$ cat config.mk
export PLATFORM = sky130hd
export DESIGN_NAME = pll_rst_seq
export DESIGN_NICKNAME = d
export VERILOG_FILES = /design/src/rtl/pll_rst_seq.sv
export SDC_FILE = /design/constraint.sdc
export NUM_CORES = 1
export LEC_CHECK = 0
export CORE_AREA = 4 4 78 80
export DETAILED_ROUTE_END_ITERATION = 8
export DIE_AREA = 0 0 82 84
export GPL_TIMING_DRIVEN = 0
export PLACE_DENSITY = 0.7
export SETUP_SLACK_MARGIN = 0.5
export SLEW_MARGIN = 10
export SYNTH_ARGS = -nofsm -noshare
export SYNTH_HDL_FRONTEND = slang
export SYNTH_SLANG_ARGS = --single-unit
$ cat constraint.sdc
create_clock -name clk -period 3.15 [get_ports clk]
set_input_delay 0.63 -clock clk [delete_from_list [all_inputs] [get_ports clk]]
set_output_delay 0.63 -clock clk [all_outputs]
set_load 0.01 [all_outputs]
$ cat src/rtl/pll_rst_seq.sv
// PLL bring-up and reset sequencer: pulses the PLL reset, debounces lock,
// retries on timeout and releases N_CH domain resets in staggered order.
module pll_rst_seq #(
  parameter int N_CH      = 3,
  parameter int RST_PULSE = 16,
  parameter int LOCK_CNT  = 1024,
  parameter int TIMEOUT   = 65536,
  parameter int STAGGER   = 64,
  parameter int MAX_RETRY = 7
) (
  input  logic            clk,
  input  logic            rst_n,
  input  logic            pll_lock,
  input  logic            soft_rst,
  output logic            pll_rst,
  output logic            pll_pwd,
  output logic [N_CH-1:0] ch_rst_n,
  output logic            ready,
  output logic            fail,
  output logic            lock_lost,
  output logic [3:0]      retry_cnt
);

  localparam int PW = $clog2(RST_PULSE) + 1;
  localparam int LW = $clog2(LOCK_CNT) + 1;
  localparam int TW = $clog2(TIMEOUT) + 1;
  localparam int SW = $clog2(STAGGER) + 1;

  typedef enum logic [2:0] {
    S_RESET,
    S_WAIT,
    S_DEB,
    S_REL,
    S_RUN,
    S_FAIL
  } state_e;

  state_e          st_q, st_d;
  logic [PW-1:0]   pcnt_q, pcnt_d;
  logic [LW-1:0]   dcnt_q, dcnt_d;
  logic [TW-1:0]   tcnt_q, tcnt_d;
  logic [SW-1:0]   scnt_q, scnt_d;
  logic            sync1_q, sync2_q;
  logic            lock_s;
  logic            pll_rst_q, pll_rst_d;
  logic            pwd_q, pwd_d;
  logic [N_CH-1:0] ch_q, ch_d;
  logic            ready_q, ready_d;
  logic            fail_q, fail_d;
  logic            lost_q, lost_d;
  logic [3:0]      retry_q, retry_d;
  logic            restart;
  logic            lost;

  assign lock_s = sync2_q;

  always_comb begin
    st_d    = st_q;
    pcnt_d  = pcnt_q;
    dcnt_d  = dcnt_q;
    tcnt_d  = tcnt_q;
    scnt_d  = scnt_q;
    ch_d    = ch_q;
    ready_d = ready_q;
    retry_d = retry_q;
    lost_d  = 1'b0;
    restart = 1'b0;
    lost    = 1'b0;
    if (soft_rst) begin
      restart = 1'b1;
      retry_d = '0;
    end else begin
      unique case (st_q)
        S_RESET: begin
          if (pcnt_q == PW'(RST_PULSE - 1)) begin
            st_d   = S_WAIT;
            tcnt_d = '0;
            dcnt_d = '0;
          end else begin
            pcnt_d = pcnt_q + PW'(1);
          end
        end
        S_WAIT, S_DEB: begin
          if (tcnt_q != TW'(TIMEOUT))
            tcnt_d = tcnt_q + TW'(1);
          if (tcnt_q == TW'(TIMEOUT - 1)) begin
            if (retry_q != 4'hf)
              retry_d = retry_q + 4'd1;
            if (MAX_RETRY != 0 && retry_d == 4'(MAX_RETRY))
              st_d = S_FAIL;
            else
              restart = 1'b1;
          end else if (!lock_s) begin
            st_d   = S_WAIT;
            dcnt_d = '0;
          end else if (dcnt_q == LW'(LOCK_CNT - 1)) begin
            // Channel 0 is released on entry to RELEASE.
            ch_d    = '0;
            ch_d[0] = 1'b1;
            scnt_d  = '0;
            if (N_CH == 1) begin
              st_d    = S_RUN;
              ready_d = 1'b1;
              retry_d = '0;
            end else begin
              st_d = S_REL;
            end
          end else begin
            st_d   = S_DEB;
            dcnt_d = dcnt_q + LW'(1);
          end
        end
        S_REL: begin
          if (!lock_s) begin
            lost = 1'b1;
          end else if (scnt_q == SW'(STAGGER - 1)) begin
            ch_d   = (ch_q << 1) | N_CH'(1);
            scnt_d = '0;
            if (ch_d[N_CH-1]) begin
              st_d    = S_RUN;
              ready_d = 1'b1;
              retry_d = '0;
            end
          end else begin
            scnt_d = scnt_q + SW'(1);
          end
        end
        S_RUN: begin
          if (!lock_s)
            lost = 1'b1;
        end
        S_FAIL: ;
        default: restart = 1'b1;
      endcase
    end
    if (lost) begin
      restart = 1'b1;
      lost_d  = 1'b1;
    end
    if (restart) begin
      st_d    = S_RESET;
      pcnt_d  = '0;
      ch_d    = '0;
      ready_d = 1'b0;
    end
    if (st_d == S_FAIL) begin
      ch_d    = '0;
      ready_d = 1'b0;
    end
    pll_rst_d = (st_d == S_RESET) || (st_d == S_FAIL);
    pwd_d     = (st_d == S_FAIL);
    fail_d    = (st_d == S_FAIL);
  end

  always_ff @(posedge clk) begin
    if (!rst_n) begin
      st_q      <= S_RESET;
      pcnt_q    <= '0;
      dcnt_q    <= '0;
      tcnt_q    <= '0;
      scnt_q    <= '0;
      sync1_q   <= 1'b0;
      sync2_q   <= 1'b0;
      pll_rst_q <= 1'b1;
      pwd_q     <= 1'b0;
      ch_q      <= '0;
      ready_q   <= 1'b0;
      fail_q    <= 1'b0;
      lost_q    <= 1'b0;
      retry_q   <= '0;
    end else begin
      st_q      <= st_d;
      pcnt_q    <= pcnt_d;
      dcnt_q    <= dcnt_d;
      tcnt_q    <= tcnt_d;
      scnt_q    <= scnt_d;
      sync1_q   <= pll_lock;
      sync2_q   <= sync1_q;
      pll_rst_q <= pll_rst_d;
      pwd_q     <= pwd_d;
      ch_q      <= ch_d;
      ready_q   <= ready_d;
      fail_q    <= fail_d;
      lost_q    <= lost_d;
      retry_q   <= retry_d;
    end
  end

  assign pll_rst   = pll_rst_q;
  assign pll_pwd   = pwd_q;
  assign ch_rst_n  = ch_q;
  assign ready     = ready_q;
  assign fail      = fail_q;
  assign lock_lost = lost_q;
  assign retry_cnt = retry_q;

endmodule

==> flow_results.xml <==
<?xml version="1.0" encoding="UTF-8"?>
<metrics>
  <group name="layout">
    <metric name="cell_area_after_layout" unit="mm2">0.00340</metric>
    <metric name="fin_nets" unit="">378</metric>
    <metric name="layout.cells.most_common" unit="">sky130_fd_sc_hd__dfxtp_1</metric>
    <metric name="finish.utilization" unit="">0.629</metric>
    <metric name="drive_above_1_share" unit="">0.145</metric>
    <metric name="antenna-diode-count" unit="">0</metric>
    <metric name="area_growth" unit="%">16.4</metric>
    <metric name="layout_common_cells" unit="">sky130_fd_sc_hd__dfxtp_1 (51), sky130_fd_sc_hd__nor2_1 (45), sky130_fd_sc_hd__nand2_1 (28), sky130_fd_sc_hd__xnor2_1 (17)</metric>
  </group>
  <group name="worst_setup_path">
    <metric name="start_point_of_the_critical_path" unit="">tcnt_q[7]$_SDFFE_PN0P_</metric>
    <metric name="path_cells" unit="">nand3_2, nor2_2, nand4_1, nor3_2, ha_1, buf_4, nor2b_2, and2_1, clkbuf_4, nor3_1, o21a_2, nand2b_1, a211oi_2</metric>
    <metric name="capturing_element_of_the_worst_setup_path" unit="">ch_rst_n[2]$_SDFFE_PP0P_</metric>
    <metric name="slowest_delay" unit="ns">0.38</metric>
    <metric name="r2r_cells" unit="">13</metric>
    <metric name="launching_element_type_of_the_critical_path" unit="">flop</metric>
    <metric name="reg2reg_slack" unit="ns">0.66</metric>
    <metric name="crit_required" unit="ns">3.38</metric>
    <metric name="regToRegEndpoint" unit="">ch_rst_n[2]$_SDFFE_PP0P_</metric>
    <metric name="r2r-start" unit="">tcnt_q[7]$_SDFFE_PN0P_</metric>
    <metric name="cp-end-kind" unit="">flop</metric>
    <metric name="worstPathMaxFanout" unit="">9</metric>
    <metric name="crit_path_top_delay_cell" unit="">sky130_fd_sc_hd__dfxtp_2</metric>
    <metric name="worst_ep_arrival_time" unit="ns">2.71</metric>
    <metric name="criticalPathCategory" unit="">reg2reg</metric>
  </group>
  <group name="logic_synthesis">
    <metric name="ys_async_sr_fraction" unit="">0</metric>
    <metric name="synth_nets" unit="">356</metric>
    <metric name="yosys_most_used_dff" unit="">sky130_fd_sc_hd__dfxtp_1</metric>
    <metric name="syn-cell-area" unit="mm2">0.00292</metric>
    <metric name="synthesis.area_per_instance" unit="um2">8.50</metric>
    <metric name="synth-warning-count" unit="">0</metric>
    <metric name="synthDistinctLibCells" unit="">55</metric>
    <metric name="synth.ff_latch_count" unit="">56</metric>
    <metric name="syn-instance-count" unit="">344</metric>
    <metric name="synth_sequential_area_ratio" unit="">0.384</metric>
    <metric name="synth_enable_flop_cells" unit="">0</metric>
  </group>
  <group name="global_route">
    <metric name="wire_length_of_the_first_global_routing_pass" unit="mm">10.9</metric>
    <metric name="grt_antenna_before_repair" unit="">0</metric>
    <metric name="grt_pass1_vias" unit="">2384</metric>
    <metric name="grt_start_max_net_pins" unit="">16</metric>
    <metric name="grt_util_all_layers" unit="">0.193</metric>
    <metric name="overflow" unit="">0</metric>
  </group>
  <group name="detailed_routing">
    <metric name="drt_first_iter_violations" unit="">122</metric>
    <metric name="drt_pass1_iterations" unit="">5</metric>
    <metric name="routed-via-count" unit="">2480</metric>
    <metric name="post_detailed_routing_wire_length" unit="mm">6.35</metric>
    <metric name="via_per_inst" unit="">5.68</metric>
    <metric name="routed_wire_length_per_instance" unit="um">14.5</metric>
    <metric name="postRouteAntennaNets" unit="">0</metric>
    <metric name="post-route-drc-count" unit="">0</metric>
  </group>
  <group name="outcome">
    <metric name="outcome" unit="">complete, no violations</metric>
  </group>
  <group name="cts">
    <metric name="cts.path.max_buffers" unit="">2</metric>
    <metric name="clockRootBuffer" unit="">sky130_fd_sc_hd__clkbuf_8</metric>
    <metric name="worst_skew_pair.late_latency" unit="ns">0.31</metric>
    <metric name="cts_sinks" unit="">56</metric>
    <metric name="tritoncts.num_buffers" unit="">5</metric>
    <metric name="tritoncts" unit="">yes</metric>
    <metric name="cts.clk_slew.worst_paths" unit="ns">0.10</metric>
    <metric name="number_of_h_tree_branching_levels" unit="">2</metric>
  </group>
  <group name="floorplan">
    <metric name="io_pins" unit="">16</metric>
    <metric name="die_x" unit="um">82</metric>
    <metric name="num_rows" unit="">27</metric>
    <metric name="die_area" unit="mm2">0.00689</metric>
    <metric name="coreArea" unit="mm2">0.00541</metric>
    <metric name="initial_standard_cell_utilization_of_the_core" unit="">0.541</metric>
    <metric name="dieHeight" unit="um">84</metric>
  </group>
  <group name="placement">
    <metric name="placement.io_buffers" unit="">14</metric>
    <metric name="post-dp-hpwl" unit="mm">4.36</metric>
    <metric name="place_congestion" unit="">0.824</metric>
    <metric name="dpl_cell_area" unit="mm2">0.00315</metric>
  </group>
  <group name="hold_path">
    <metric name="worstHoldPathType" unit="">reg2reg</metric>
  </group>
  <group name="sta">
    <metric name="largest_clock_skew_in_the_final_design" unit="ns">0.00906</metric>
    <metric name="tightest_slew" unit="ns">0.753</metric>
    <metric name="maxSlewViolCount" unit="">0</metric>
    <metric name="setup_total_negative_slack" unit="ns">0</metric>
    <metric name="final_period_minus_worst_setup_slack" unit="ns">2.49</metric>
    <metric name="fin_crit_sh" unit="">0.789</metric>
    <metric name="count_of_final_hold_check_violations" unit="">0</metric>
    <metric name="finalSetupViolCount" unit="">0</metric>
    <metric name="maxClockFrequency" unit="GHz">0.402</metric>
    <metric name="rsz0062_at_grt" unit="">yes</metric>
    <metric name="max-slew-margin-rel" unit="">0.491</metric>
  </group>
  <group name="power_and_ir_drop">
    <metric name="totalPowerFinal" unit="mW">1.20</metric>
    <metric name="p_leak" unit="nW">1.09</metric>
    <metric name="powerDensity" unit="mW/mm2">353</metric>
    <metric name="vdd.ir_drop.worst" unit="mV">0.199</metric>
  </group>
  <group name="run">
    <metric name="cap_violations" unit="">0</metric>
  </group>
</metrics>
## final cells by class
cell class                 count  area, um2
buffer                        15        111
clock buffer                   5       68.8
clock inverter                 1       30.0
fill                         520       2000
inverter                       9       33.8
multi-input combinational    264       1790
sequential                    56       1130
tap                           72       90.1
timing repair buffer          15        148
## cell usage after synthesis, types with 3 or more instances
master / count / area share
sky130_fd_sc_hd__dfxtp_1: 56 / 0.38
sky130_fd_sc_hd__nor2_1: 46 / 0.059
sky130_fd_sc_hd__nand2_1: 29 / 0.037
sky130_fd_sc_hd__xnor2_1: 17 / 0.051
sky130_fd_sc_hd__o21ai_0: 16 / 0.027
sky130_fd_sc_hd__a21oi_1: 14 / 0.024
sky130_fd_sc_hd__nor3_1: 13 / 0.022
sky130_fd_sc_hd__nor4_1: 11 / 0.024
sky130_fd_sc_hd__xor2_1: 10 / 0.030
sky130_fd_sc_hd__and3_1: 9 / 0.019
sky130_fd_sc_hd__inv_1: 9 / 0.012
sky130_fd_sc_hd__nand3_1: 9 / 0.015
sky130_fd_sc_hd__ha_1: 8 / 0.034
sky130_fd_sc_hd__nand4_1: 8 / 0.017
sky130_fd_sc_hd__a211oi_1: 7 / 0.018
sky130_fd_sc_hd__nand2b_1: 6 / 0.013
sky130_fd_sc_hd__buf_4: 5 / 0.013
sky130_fd_sc_hd__clkbuf_1: 5 / 0.0064
sky130_fd_sc_hd__nor2b_1: 5 / 0.011
sky130_fd_sc_hd__and2_1: 4 / 0.0086
sky130_fd_sc_hd__nand3b_1: 4 / 0.010
sky130_fd_sc_hd__nor4b_1: 4 / 0.012
sky130_fd_sc_hd__o21a_1: 4 / 0.010
sky130_fd_sc_hd__or3_1: 4 / 0.0086
sky130_fd_sc_hd__mux2i_1: 3 / 0.010
## worst max-delay path: cells and delay by family, from the launching register on
kind,cells,cell delay [ns]
AND/OR/NAND/NOR,8,1.16
flip-flops,1,0.38
buffers and inverters,2,0.35
AO/OA/AOI/OAI,2,0.35
adder cells (fa/ha/maj),1,0.17
## kinds of logic (layout without fill, tap and decap cells)
family / count (synthesis) / in the layout / share of synthesized area
and+or+nand+nor: 164 / 164 / 0.296
AOI/OAI and AO/OA: 62 / 62 / 0.148
DFF: 56 / 56 / 0.384
xor gates and xnor gates: 27 / 27 / 0.0809
buffers and inverters: 24 / 45 / 0.0471
adders and majority gates: 8 / 8 / 0.0342
muxes: 3 / 3 / 0.0103
## registers in the layout, indices dropped and copies added (netlist names)
| register | flops |
|---|---|
| ch_rst_n | 3 |
| dcnt_q | 11 |
| fail | 1 |
| lock_lost | 1 |
| lock_s | 1 |
| pcnt_q | 5 |
| pll_rst | 1 |
| ready | 1 |
| retry_cnt | 4 |
| scnt_q | 7 |
| st_q | 3 |
| sync1_q | 1 |
| tcnt_q | 17 |
## where the power goes
part           total, mW  switching, mW  leakage [nW]  internal [mW]
registers          0.710        0.00119         0.454          0.709
logic             0.0371         0.0247         0.587         0.0124
clock network      0.453          0.224        0.0501          0.229
total               1.20          0.250          1.09          0.950
## how the worst min path moves through the flow
stage                            start                      end  cells past startpoint
6_report       dcnt_q[10]$_SDFFE_PN0P_  dcnt_q[10]$_SDFFE_PN0P_                      2
2_1_floorplan  dcnt_q[10]$_SDFFE_PN0P_  dcnt_q[10]$_SDFFE_PN0P_                      2
5_1_grt        dcnt_q[10]$_SDFFE_PN0P_  dcnt_q[10]$_SDFFE_PN0P_                      2
3_3_place_gp        sync1_q$_SDFF_PN0_        lock_s$_SDFF_PN0_                      1
3_5_place_dp   dcnt_q[10]$_SDFFE_PN0P_  dcnt_q[10]$_SDFFE_PN0P_                      2
4_1_cts        dcnt_q[10]$_SDFFE_PN0P_  dcnt_q[10]$_SDFFE_PN0P_                      2
## stage by stage
| stage | instances | hold slack, ns | setup WS (ns) |
|---|---|---|---|
| floorplan | 344 | 0.406 | 0.643 |
| global placement | 430 | 0.417 | 0.159 |
| detailed placement | 430 | 0.421 | 0.143 |
| CTS | 437 | 0.435 | 0.510 |
| global route | 437 | 0.474 | 0.433 |
| finish | 437 | 0.433 | 0.665 |
## repair_timing
action | in CTS | in global routing
endpoints found under the setup margin | 33 | 29
gates resized for setup | 11 | 26
hold buffers | 0 | 0
pin swaps | 2 | 1
buffers inserted | 1 | 0
## routing by layer
metal | track usage | wire length (um)
met5 | 0 | 0
met4 | 0.0363 | 59
met3 | 0.0367 | 183
met2 | 0.309 | 3080
met1 | 0.268 | 3030
Power figures use the tool's default switching activity.
